$ cat src/rtl/serial_nibble_add_pkg.sv
// Shared types and sizing helpers for the serial nibble adder.
package serial_nibble_add_pkg;

  localparam int NIBBLE_W = 4;

  typedef enum logic [1:0] {
    IDLE = 2'd0,
    ADD  = 2'd1,
    DONE = 2'd2
  } state_e;

  // Slice index width; a single-slice build still needs one bit.
  function automatic int idx_width(input int nibbles);
    return (nibbles <= 1) ? 1 : $clog2(nibbles);
  endfunction

endpackage

$ cat src/rtl/serial_nibble_adder_nibble_adder.sv
// Combinational 4-bit ripple-carry slice shared across all nibble positions.
module nibble_adder
  import serial_nibble_add_pkg::*;
(
  input  logic [NIBBLE_W-1:0] x,
  input  logic [NIBBLE_W-1:0] y,
  input  logic                ci,
  output logic [NIBBLE_W-1:0] s,
  output logic                co
);

  logic [NIBBLE_W:0] c_s;

  // Bitwise full-adder chain.
  always_comb begin
    c_s    = '0;
    s      = '0;
    c_s[0] = ci;
    for (int i = 0; i < NIBBLE_W; i++) begin
      s[i]     = x[i] ^ y[i] ^ c_s[i];
      c_s[i+1] = (x[i] & y[i]) | (x[i] & c_s[i]) | (y[i] & c_s[i]);
    end
    co = c_s[NIBBLE_W];
  end

endmodule

$ cat src/rtl/serial_nibble_adder.sv
// Wide adder sequenced one nibble per clock through a single ripple slice.
// Optional signed-overflow output enabled by defining SERIAL_NIBBLE_ADD_OVF_EN.
module serial_nibble_adder
  import serial_nibble_add_pkg::*;
#(
  parameter int NIBBLES = 4
) (
  input  logic                    in_clk,
  input  logic                    in_rst,
  input  logic [NIBBLE_W*NIBBLES-1:0] in_x,
  input  logic [NIBBLE_W*NIBBLES-1:0] in_y,
  input  logic                    in_c,
  input  logic                    in_valid,
  output logic                    out_ready,
  output logic [NIBBLE_W*NIBBLES-1:0] out_s,
  output logic                    out_c,
  output logic                    out_valid,
`ifdef SERIAL_NIBBLE_ADD_OVF_EN
  output logic                    out_v,
`endif
  input  logic                    in_ready
);

  localparam int W  = NIBBLE_W * NIBBLES;
  localparam int IW = idx_width(NIBBLES);
  localparam logic [IW-1:0] IDX_LAST = IW'(NIBBLES - 1);
  localparam logic [W-1:0]  NIB_MASK = W'(4'hF);

  state_e        state_q, state_d;
  logic [IW-1:0] idx_q, idx_d;
  logic [W-1:0]  x_q, x_d;
  logic [W-1:0]  y_q, y_d;
  logic          carry_q, carry_d;
  logic [W-1:0]  out_s_q, out_s_d;
  logic          out_c_q, out_c_d;
`ifdef SERIAL_NIBBLE_ADD_OVF_EN
  logic          out_v_q, out_v_d;
`endif

  logic [IW+1:0]       sh_s;
  logic [W-1:0]        x_shift_s, y_shift_s;
  logic [NIBBLE_W-1:0] slice_s;
  logic                slice_c;

  // Nibble position expressed as a bit offset for the shared slice.
  assign sh_s      = {idx_q, 2'b00};
  assign x_shift_s = x_q >> sh_s;
  assign y_shift_s = y_q >> sh_s;

  nibble_adder u_slice (
    .x  (x_shift_s[NIBBLE_W-1:0]),
    .y  (y_shift_s[NIBBLE_W-1:0]),
    .ci (carry_q),
    .s  (slice_s),
    .co (slice_c)
  );

  // Next-state and datapath update for the sequencer.
  always_comb begin
    state_d = state_q;
    idx_d   = idx_q;
    x_d     = x_q;
    y_d     = y_q;
    carry_d = carry_q;
    out_s_d = out_s_q;
    out_c_d = out_c_q;
`ifdef SERIAL_NIBBLE_ADD_OVF_EN
    out_v_d = out_v_q;
`endif
    case (state_q)
      IDLE: begin
        if (in_valid) begin
          x_d     = in_x;
          y_d     = in_y;
          carry_d = in_c;
          idx_d   = '0;
          state_d = ADD;
        end else begin
          state_d = IDLE;
        end
      end
      ADD: begin
        out_s_d = (out_s_q & ~(NIB_MASK << sh_s)) | (W'(slice_s) << sh_s);
        carry_d = slice_c;
        if (idx_q == IDX_LAST) begin
          out_c_d = slice_c;
`ifdef SERIAL_NIBBLE_ADD_OVF_EN
          // Top slice sum bit is the result sign bit.
          out_v_d = (x_q[W-1] == y_q[W-1]) && (slice_s[NIBBLE_W-1] != x_q[W-1]);
`endif
          idx_d   = '0;
          state_d = DONE;
        end else begin
          idx_d   = idx_q + IW'(1);
          state_d = ADD;
        end
      end
      DONE: begin
        if (in_ready) begin
          state_d = IDLE;
        end else begin
          state_d = DONE;
        end
      end
      default: begin
        state_d = IDLE;
        idx_d   = '0;
      end
    endcase
  end

  // State and datapath registers.
  always_ff @(posedge in_clk or posedge in_rst) begin
    if (in_rst) begin
      state_q <= IDLE;
      idx_q   <= '0;
      x_q     <= '0;
      y_q     <= '0;
      carry_q <= 1'b0;
      out_s_q <= '0;
      out_c_q <= 1'b0;
`ifdef SERIAL_NIBBLE_ADD_OVF_EN
      out_v_q <= 1'b0;
`endif
    end else begin
      state_q <= state_d;
      idx_q   <= idx_d;
      x_q     <= x_d;
      y_q     <= y_d;
      carry_q <= carry_d;
      out_s_q <= out_s_d;
      out_c_q <= out_c_d;
`ifdef SERIAL_NIBBLE_ADD_OVF_EN
      out_v_q <= out_v_d;
`endif
    end
  end

  assign out_s     = out_s_q;
  assign out_c     = out_c_q;
  assign out_valid = (state_q == DONE);
  assign out_ready = (state_q == IDLE) && !in_rst;
`ifdef SERIAL_NIBBLE_ADD_OVF_EN
  assign out_v     = out_v_q;
`endif

endmodule

$ cat config.mk
export PLATFORM = sky130hd
export DESIGN_NAME = serial_nibble_adder
export DESIGN_NICKNAME = d
export VERILOG_FILES = /design/src/rtl/serial_nibble_add_pkg.sv /design/src/rtl/serial_nibble_adder_nibble_adder.sv /design/src/rtl/serial_nibble_adder.sv
export SDC_FILE = /design/constraint.sdc
export NUM_CORES = 1
export LEC_CHECK = 0
export BUFFER_PORTS_ARGS = -buffer_cell sky130_fd_sc_hd__buf_4
export CELL_PAD_IN_SITES_DETAIL_PLACEMENT = 1
export CELL_PAD_IN_SITES_GLOBAL_PLACEMENT = 2
export CORE_ASPECT_RATIO = 0.5
export CORE_MARGIN = 3
export CORE_UTILIZATION = 37
export DETAILED_ROUTE_END_ITERATION = 8
export PLACE_DENSITY_LB_ADDON = 0.3
export SYNTH_ARGS = -nofsm -noshare
export SYNTH_HDL_FRONTEND = slang
export SYNTH_HIERARCHICAL = 1
export SYNTH_SLANG_ARGS = --single-unit
$ cat constraint.sdc
create_clock -name in_clk -period 3.9 [get_ports in_clk]
set_clock_uncertainty 0.05 [all_clocks]
set_input_delay 0.39 -clock in_clk [delete_from_list [all_inputs] [get_ports in_clk]]
set_output_delay 0.39 -clock in_clk [all_outputs]
set_load 0.005 [all_outputs]
## Yosys cells after proc, flatten, opt, wreduce, memory -nomap -nowiden

Cells that the tools add are included.

| word-level totals | value |
|---|---|
| flip-flop bits (word level) | 54 |
| bits in latches | 0 |
| bits in writable memories | 0 |
| ROM bits | 0 |
| output and inout port bits | 19 |
| logic and storage cells | 65 |
| memories | 0 |

| operators by class | value |
|---|---|
| $add $sub $neg | 1 |
| multiply operators | 0 |
| divide/modulo/power cells | 0 |
| $lt $le $gt $ge | 0 |
| eq/ne operators | 4 |
| shifts and indexed selects | 4 |
| muxes and demuxes | 9 |
| bitwise operators | 32 |
| reduce and logical (&&, ||, !) cells | 8 |

Operators by type and width:

| operator | number |
|---|---|
| $shr A16 B4 Y4 | 2 |
| $and A16 B16 Y16 | 1 |
| $not A16 Y16 | 1 |
| $or A16 B16 Y16 | 1 |
| $shl A4 B4 Y16 | 1 |
| $shl A4 B4 Y16 const A | 1 |
| $and A1 B1 Y1 | 12 |
| $pmux W2 S3 | 2 |
| $mux W2 | 4 |
| $or A1 B1 Y1 | 8 |
| $reduce_and A2 Y1 | 4 |
| $xor A1 B1 Y1 | 8 |
| $eq A2 B2 Y1 const B | 2 |
| $add A2 B1 Y2 const B | 1 |
| $eq A2 B1 Y1 const B | 1 |
| $logic_not A2 Y1 | 1 |
| $mux W1 | 2 |
| $ne A2 B2 Y1 const B | 1 |
| $pmux W1 S2 | 1 |
| $reduce_bool A2 Y1 | 1 |
| $logic_and A1 B1 Y1 | 1 |
| $logic_not A1 Y1 | 1 |
| $not A1 Y1 | 1 |

## Depth between registers and ports, before layout

Gate-level depths: netlist (run 1).

| depth | value |
|---|---|
| depth after elaboration | 14 |
| gate-level depth with buffers | 13 |
| depth with buffers taken out | 11 |

## By module

Netlist (run 1), hierarchy kept.

By module, submodules not included:

| module | instances | cells each | area each (um^2) |
|---|---|---|---|
| serial_nibble_adder | 1 | 155 | 2409.8 |
| nibble_adder | 1 | 14 | 117.6 |

## Worst setup path before layout (run 1)

Ideal clock, no wire load.

| timing path | value |
|---|---|
| kind | register -> register |
| start | register idx_q[0] |
| end | register out_s_q[7] (netlist: out_s[7]) |
| library setup time | 0.067 ns |
| arrival time | 2.706 ns |
| required time | 3.783 ns |
| setup slack | 1.077 ns |
| cell stages (with the launch flop) | 12 |
| path buffers | 1 |
| period minus slack after synthesis | 2.823 ns |
| path through | dfrtp_1 > buf_4 > mux4_2 > inv_1 > fa_1 > inv_1 > fa_1 > fa_1 > inv_1 > fa_1 > inv_1 > a32o_1 |

| between the ends | value |
|---|---|
| cells in the longest elaborated chain, start to end | 13 |

Ends and longest elaborated chain:

| element | line | text |
|---|---|---|
| start, declared | serial_nibble_adder.sv:30 | `logic [IW-1:0] idx_q, idx_d;` |
| start signal, assigned | serial_nibble_adder.sv:127 | `idx_q <= idx_d;` |
| $shr A16 B4 Y4 (*) | serial_nibble_adder.sv:48 | `assign y_shift_s = y_q >> sh_s;` |
| net y_shift_s[0] | serial_nibble_adder.sv:41 | `logic [W-1:0] x_shift_s, y_shift_s;` |
| $and A1 B1 Y1 | serial_nibble_adder_nibble_adder.sv:21 | `c_s[i+1] = (x[i] & y[i]) \| (x[i] & c_s[i]) \| (y[i] & c_s[i]);` |
| $or A1 B1 Y1 | serial_nibble_adder_nibble_adder.sv:21 |  |
| $or A1 B1 Y1 (*) | serial_nibble_adder_nibble_adder.sv:21 |  |
| $and A1 B1 Y1 | serial_nibble_adder_nibble_adder.sv:21 |  |
| $or A1 B1 Y1 | serial_nibble_adder_nibble_adder.sv:21 |  |
| $or A1 B1 Y1 (*) | serial_nibble_adder_nibble_adder.sv:21 |  |
| $and A1 B1 Y1 | serial_nibble_adder_nibble_adder.sv:21 |  |
| $or A1 B1 Y1 | serial_nibble_adder_nibble_adder.sv:21 |  |
| $or A1 B1 Y1 (*) | serial_nibble_adder_nibble_adder.sv:21 |  |
| $xor A1 B1 Y1 (*) | serial_nibble_adder_nibble_adder.sv:20 | `s[i] = x[i] ^ y[i] ^ c_s[i];` |
| net slice_s[3] | serial_nibble_adder.sv:42 | `logic [NIBBLE_W-1:0] slice_s;` |
| $shl A4 B4 Y16 (*) | serial_nibble_adder.sv:83 | `out_s_d = (out_s_q & ~(NIB_MASK << sh_s)) \| (W'(slice_s) << sh_s);` |
| $or A16 B16 Y16 (*) | serial_nibble_adder.sv:83 |  |
| end signal, assigned | serial_nibble_adder.sv:131 | `out_s_q <= out_s_d;` |
| end, declared | serial_nibble_adder.sv:34 | `logic [W-1:0] out_s_q, out_s_d;` |

Mark *: on every way through the listed nets, which the timed path passes. The rest lies on a longest branch.
A chain may end at the register's enable or synchronous reset.

## Final worst setup path (run 1)

| timing path | value |
|---|---|
| start | register idx_q[1] |
| end | register out_s_q[3] (netlist: out_s[3]) |

Same word-level chain as after synthesis.

==> reports/qor.yml, run 1 <==
run_status:
  status: "finished clean"
yosys:
  synth_enable_flop_cells: 0
  post_synth_mux_area_share_pct: 21.8
  netlist_area_pre_place_um2: 2530
  synth_largest_type_area_fraction_pct: 53.5
  area_fraction_in_compound_gates_after_synthesis_pct: 8.42
  commonest_cells_in_the_netlist: "sky130_fd_sc_hd__dfrtp_1, sky130_fd_sc_hd__mux2_2, sky130_fd_sc_hd__a32o_1"
  yosys.area_share.adder_pct: 5.15
  synth_xor_area_share_pct: 0
  synthesis_stage_register_bit_count: 54
  yosys.area.top_type: "sky130_fd_sc_hd__dfrtp_1"
  yosys-top-cells-area: "sky130_fd_sc_hd__dfrtp_1, sky130_fd_sc_hd__mux2_2, sky130_fd_sc_hd__a32o_1"
  synth_area_per_cell_um2: 15.0
  synth_ff_type: "sky130_fd_sc_hd__dfrtp_1"
  netlist-cell-type-count: 27
  synth.most_common_cell: "sky130_fd_sc_hd__dfrtp_1"
  synthesis.yosys.warnings: 6
  instance_count_of_the_mapped_netlist: 169
  synth-simple-area-share_pct: 5.35
  synth-seq-area-share_pct: 53.5
  synth-async-reset-ratio_pct: 100
  post_syn_nets: 214
  dominant_combinational_cell_family_by_area_after_synthesis: "multiplexers"
grt:
  grt_max_degree: 55
  grt_pass1_wl_um: 9760
  globalRouteOverflowTotal: 0
  first_global_vias: 1812
  antenna_found_initial: 0
  grtUsageTotal_pct: 16.2
die:
  die_w_um: 123
  core_region_area_um2: 6330
  die_height_um: 64.4
  floorplan.initialDensity_pct: 39.9
  io-pin-count: 56
  rows: 20
  dieArea_um2: 7920
sta:
  finalMaxSlewViolations: 0
  period_minus_slack_ns: 3.00
  timing_worst_slew_pin_value_ns: 1.13
  report.final.hold_viol_count: 0
  fmax_mhz: 333
  timing.final.setup_violations: 0
  min_period_over_period_pct: 77.0
  maxSlewHeadroom_pct: 24.8
  timing.setup.tns_ns: 0
  rsz0062_at_grt: "false"
setup_path:
  critPathKind: "register to register"
  cpLargestDelayFamily: "adder cells"
  crit_slowest_cell: "sky130_fd_sc_hd__fa_1"
  arrival_ns: 3.18
  worst_setup_path_start_kind: "register"
  worstPathMaxFanout: 12
  worst_setup_path_endpoint: "out_s[3]$_DFFE_PP0N_"
  crit-reg2reg-capture: "out_s[3]$_DFFE_PP0N_"
  slowest_delay_ns: 0.43
  worstSetupPathDepth: 11
  r2r_cells: 11
  cp_bufs_invs: 5
  critical_path.reg2reg.startpoint: "idx_q[1]$_DFFE_PP0P_"
  crit_required_ns: 4.07
  r2r_slack_ns: 0.90
  worstPathCellList: "buf_4, mux4_2, inv_1, fa_1, inv_1, fa_1, fa_1, inv_1, fa_1, inv_1, a32o_1"
  setup.worst_path.end_class: "register"
  worst_setup_path_startpoint: "idx_q[1]$_DFFE_PP0P_"
clocking:
  numCtsBuffers: 5
  cts.htree.levels: 2
  path_clk_slew_ns: 0.07
  clock_tree_from_tritoncts: "built"
  cts_resized: 0
  cts-root-buf: "sky130_fd_sc_hd__clkbuf_16"
  cts_buffer_depth: 2
  cts.hold.buffers_added: 0
  clkLatencyLatePin_ns: 0.29
  cts.sink_count: 54
  cts_setup_buffers: 0
route:
  first_pass_iters: 4
  detailedRoute.firstIterationViolations: 65
  route.final.wire_length_um: 5920
  post-route-drc-count: 0
  detail-route-antenna-nets: 0
  routed_wire_length_per_instance_um: 18.8
  post_dr_vias_cell: 5.20
  dr_total_vias: 1634
power:
  p_per_area_nw_per_um2: 964
  vdd_ir_drop_max_uv: 330
  total_leakage_power_nw: 1.44
  totalPowerFinal_mw: 3.03
cells_and_area:
  antenna_cells: 0
  layout-area-overhead-vs-synth_pct: 24.3
  fin_nets: 270
  layout-drive-gt1-share_pct: 48.2
  fill_cells: 643
placement:
  detailedPlacementHpwl_um: 4310
  place.port_buffers: 55
  gp_congestion: 0.744
job:
  cap_violations: 0
min_path:
  min_path_type: "input port to register"
==> how the worst min path moves through the flow <==
| stage | startpoint | to | cells past startpoint |
|---|---|---|---|
| 3_3_place_gp | out_s[6]$_DFFE_PP0N_ | out_s[6]$_DFFE_PP0N_ | 1 |
| 6_report | in_ready | state_q[1]$_DFF_PP0_ | 2 |
| 3_5_place_dp | out_s[2]$_DFFE_PP0N_ | out_s[2]$_DFFE_PP0N_ | 1 |
| 2_1_floorplan | x_q[4]$_DFFE_PP0P_ | x_q[4]$_DFFE_PP0P_ | 1 |
| 4_1_cts | in_ready | state_q[1]$_DFF_PP0_ | 2 |
| 5_1_grt | in_ready | state_q[1]$_DFF_PP0_ | 2 |
==> registers in the layout, summed over array words and instances (netlist names) <==
register,flops
carry_q,1
idx_q,2
out_c,1
out_s,16
state_q,2
x_q,16
y_q,16
==> metrics by stage <==
stage | cell area, um2 | instances | hold WS (ns) | setup WS [ns] | util (%)
final | 3140 | 314 | 0.233 | 0.896 | 49.6
after global routing | 3140 | 314 | 0.236 | 0.734 | 49.6
after CTS | 3130 | 313 | 0.228 | 0.866 | 49.5
after detailed placement | 2990 | 305 | 0.436 | 0.917 | 47.2
after global placement | 2990 | 305 | 0.437 | 1.01 | 47.2
after floorplan | 2530 | 169 | 0.402 | 1.08 | -
==> power by group <==
group | leakage [nW] | internal (mW) | switching [mW]
logic | 0.720 | 0.782 | 0.759
registers | 0.649 | 0.847 | 0.204
clock network | 0.0708 | 0.239 | 0.197
==> cell families after synthesis <==
logic type | count (synthesis)
AOI/OAI and AO/OA | 22
muxes | 41
and+or+nand+nor | 17
adders and majority gates | 8
DFF | 54
buffers and inverters | 27
==> per-layer routing <==
| metal | GRT usage, % | vias up | routed length [um] | part of all wire, % |
|---|---|---|---|---|
| li1 | - | 728 | - | - |
| met1 | 22.3 | 865 | 2840 | 48 |
| met2 | 25.6 | 36 | 2780 | 47 |
| met3 | 4.88 | 5 | 258 | 4.4 |
| met4 | 2.93 | 0 | 40 | 0.68 |
| met5 | 0 | - | 0 | 0 |
==> cells in the final DEF (no fill, tap or decap), types with 2 or more instances in the layout <==
cell type                   count
sky130_fd_sc_hd__fa_1           4
sky130_fd_sc_hd__mux2_2        31
sky130_fd_sc_hd__mux4_2         8
sky130_fd_sc_hd__buf_4         59
sky130_fd_sc_hd__a32o_1        18
sky130_fd_sc_hd__nor2_1         2
sky130_fd_sc_hd__nor2b_1        2
sky130_fd_sc_hd__nand3b_1       3
sky130_fd_sc_hd__inv_1         16
sky130_fd_sc_hd__mux2_1         2
sky130_fd_sc_hd__dfrtp_1       54
sky130_fd_sc_hd__ha_1           4
sky130_fd_sc_hd__nand2b_1       3
sky130_fd_sc_hd__clkbuf_16      5
==> final cells by class <==
| class | instances | area [um2] | area share (%) |
|---|---|---|---|
| Sequential cell | 54 | 1350 | 43.0 |
| Timing Repair Buffer | 59 | 443 | 14.1 |
| Clock inverter | 2 | 13.8 | 0.438 |
| Inverter | 17 | 63.8 | 2.03 |
| Clock buffer | 6 | 129 | 4.10 |
| Tap cell | 88 | 110 | 3.51 |
| Multi-Input combinational cell | 88 | 1030 | 32.8 |
Power figures use the tool's default switching activity.
==> run 2: changes to the inputs <==
--- a/config.mk
+++ b/config.mk
@@ -10,7 +10,7 @@
 export CELL_PAD_IN_SITES_GLOBAL_PLACEMENT = 2
 export CORE_ASPECT_RATIO = 0.5
 export CORE_MARGIN = 3
-export CORE_UTILIZATION = 37
+export CORE_UTILIZATION = 33
 export DETAILED_ROUTE_END_ITERATION = 8
 export PLACE_DENSITY_LB_ADDON = 0.3
 export SYNTH_ARGS = -nofsm -noshare
==> constraint.sdc (replaced) <==
create_clock -name in_clk -period 2.7 [get_ports in_clk]
set_clock_uncertainty 0.05 [all_clocks]
set_input_delay 0.27 -clock in_clk [delete_from_list [all_inputs] [get_ports in_clk]]
set_output_delay 0.27 -clock in_clk [all_outputs]
set_load 0.005 [all_outputs]
==> run 2 against run 1 <==
- the run now ends with setup timing left
- count of clock-buffer cells in the layout increased by 1
- combinational power increased by 46%
- via count decreased by 1.7%
- first-iteration DRC count increased by 17%
- routed wire length decreased by 6.2%
- register-to-register slack got worse by 0.92 ns
- clock power increased by 50%
- core utilization decreased by 4.2 points
- worst hold slack got worse by 0.17 ns
- sequential share of layout area decreased by 0.75 points
==> reports/qor.yml, run 2 (synthesis results as in run 1) <==
route:
  detail-route-antenna-nets: 0
  route.final.wire_length_um: 5550
  dr_total_vias: 1607
  routed_wire_length_per_instance_um: 17.2
  first_pass_iters: 3
  post-route-drc-count: 0
  post_dr_vias_cell: 4.99
  detailedRoute.firstIterationViolations: 76
power:
  combinationalPowerShare_pct: 51.3
  totalPowerFinal_mw: 4.38
  vdd_ir_drop_max_uv: 426
  total_leakage_power_nw: 1.46
  power.switching_mw: 1.61
  p_per_area_nw_per_um2: 1370
  p_int_mw: 2.77
  sequential_share_of_power_pct: 33.8
  switching_share_pct: 36.7
  p_clk_share_pct: 14.9
cells_and_area:
  layout.core_utilization_pct: 45.4
  layout-area-overhead-vs-synth_pct: 26.6
  antenna_cells: 0
  fin_nets: 274
  fill_cells: 731
  summed_area_of_non_filler_cells_in_the_final_layout_um2: 3200
  mostFrequentLayoutCells: "sky130_fd_sc_hd__buf_4, sky130_fd_sc_hd__dfrtp_1, sky130_fd_sc_hd__mux2_2"
  post_layout_nonfiller_instances: 322
  final_common_cell: "sky130_fd_sc_hd__buf_4"
  layout-drive-gt1-share_pct: 52.2
sta:
  fmax_mhz: 367
  period_minus_slack_ns: 2.72
  finalWorstSetupSlack_ns: -0.0220
  timing.final.setup_violations: 4
  report.final.hold_viol_count: 0
  whs_ns: 0.0675
  finalMaxSlewViolations: 0
  timing_worst_slew_pin_value_ns: 0.724
  min_period_over_period_pct: 101
  timing.setup.tns_ns: -0.0575
  maxSlewHeadroom_pct: 51.7
  rsz0062_at_grt: "true"
clocking:
  clkLatencyLatePin_ns: 0.29
  cts_setup_buffers: 0
  path_clk_slew_ns: 0.07
  cts.sink_count: 54
  clock_tree_from_tritoncts: "built"
  cts.htree.levels: 2
  cts-root-buf: "sky130_fd_sc_hd__clkbuf_16"
  numCtsBuffers: 5
  cts_buffer_depth: 2
placement:
  placed_area_um2: 3050
  place_worst_setup_slack_ns: -0.0203
  placed_cells: 314
  place.port_buffers: 55
  detailedPlacementHpwl_um: 4130
  gp_congestion: 0.703
setup_path:
  crit_slowest_cell: "sky130_fd_sc_hd__mux4_2"
  worstPathMaxFanout: 4
  setup.worst_path.end_class: "register"
  cp_common_cell: "sky130_fd_sc_hd__inv_2"
  arrival_ns: 2.91
  cpLargestDelayFamily: "adder cells"
  slowest_delay_ns: 0.52
  critPathKind: "register to register"
  cp_bufs_invs: 4
  worstSetupPathDepth: 10
  worstPathCellList: "mux4_2, inv_2, fa_1, inv_1, fa_2, fa_2, inv_2, fa_1, inv_2, a32o_1"
  crit_required_ns: 2.88
  r2r_cells: 10
  worst_setup_path_start_kind: "register"
min_path:
  min_path_type: "input port to asynchronous set/reset pin"
job:
  cap_violations: 0
die:
  io-pin-count: 56
  die_height_um: 67.9
  core_region_area_um2: 7040
  rows: 21
  dieArea_um2: 8810
  die_w_um: 130
  floorplan.initialDensity_pct: 35.9
grt:
  grt_max_degree: 34
  first_global_vias: 1774
  globalRouteOverflowTotal: 0
  grtUsageTotal_pct: 13.8
  grt_pass1_wl_um: 9190
  antenna_found_initial: 0
run_status:
  status: "finished with violations"
  failed_checks: "setup timing"
run 2: changes by cell type in the layout (fill, tap and decap cells not counted), sizes merged:
cell    delta
buf        +4
clkbuf     +1
clkinv     -1
run 2: repair_timing:
action / CTS / global route
cloned: 0 / 0
hold buffers: 0 / 0
gates resized for setup: 0 / 1
pin swaps: 1 / 1
endpoints found under the setup margin: 4 / 5
run 2: final cells by class:
type                            count  area (um2)  share of cell area [%]
Inverter                           17        63.8                    1.99
Tap cell                           92         115                    3.60
Sequential cell                    54        1350                    42.3
Clock inverter                      1        5.00                   0.156
Multi-Input combinational cell     88        1030                    32.3
Clock buffer                        7         143                    4.46
Timing Repair Buffer               63         485                    15.2
run 2: worst reg2reg max path: stages, from the launching register on:
cell                      delay (ns)
sky130_fd_sc_hd__dfrtp_1        0.38
sky130_fd_sc_hd__mux4_2         0.52
sky130_fd_sc_hd__inv_2          0.08
sky130_fd_sc_hd__fa_1           0.17
sky130_fd_sc_hd__inv_1          0.05
sky130_fd_sc_hd__fa_2           0.34
sky130_fd_sc_hd__fa_2           0.34
sky130_fd_sc_hd__inv_2          0.06
sky130_fd_sc_hd__fa_1           0.42
sky130_fd_sc_hd__inv_2          0.10
sky130_fd_sc_hd__a32o_1         0.16
run 2: routing by layer:
| metal | GRT usage (%) | vias up | part of all wire, % |
|---|---|---|---|
| met5 | 0 | - | 0 |
| met4 | 4.66 | 0 | 1.3 |
| met3 | 3.66 | 6 | 3.8 |
| met2 | 21.6 | 30 | 46 |
| met1 | 18.9 | 832 | 49 |
| li1 | - | 739 | - |
run 2: worst paths after layout:
check / from / end / slack (ns)
setup reg to reg: idx_q[0]$_DFFE_PP0P_ / out_s[7]$_DFFE_PP0N_ / -0.02
setup / recovery: idx_q[0]$_DFFE_PP0P_ / out_s[7]$_DFFE_PP0N_ / -0.02
min in group in_clk: in_ready / state_q[1]$_DFF_PP0_ / 0.11
hold reg to reg: x_q[4]$_DFFE_PP0P_ / x_q[4]$_DFFE_PP0P_ / 0.44
hold / removal: in_rst / idx_q[1]$_DFFE_PP0P_ / 0.07
max in group asynchronous: in_rst / out_s[8]$_DFFE_PP0N_ / 1.97
run 2: power by group through the flow:
stage | clock (mW) | sequential, mW | combinational (mW)
3_3_place_gp | 0 | 1.49 | 2.23
2_1_floorplan | 0 | 1.42 | 1.62
6_report | 0.654 | 1.48 | 2.25
5_1_grt | 0.703 | 1.54 | 2.48
3_5_place_dp | 0 | 1.51 | 2.27
4_1_cts | 0.673 | 1.49 | 2.28
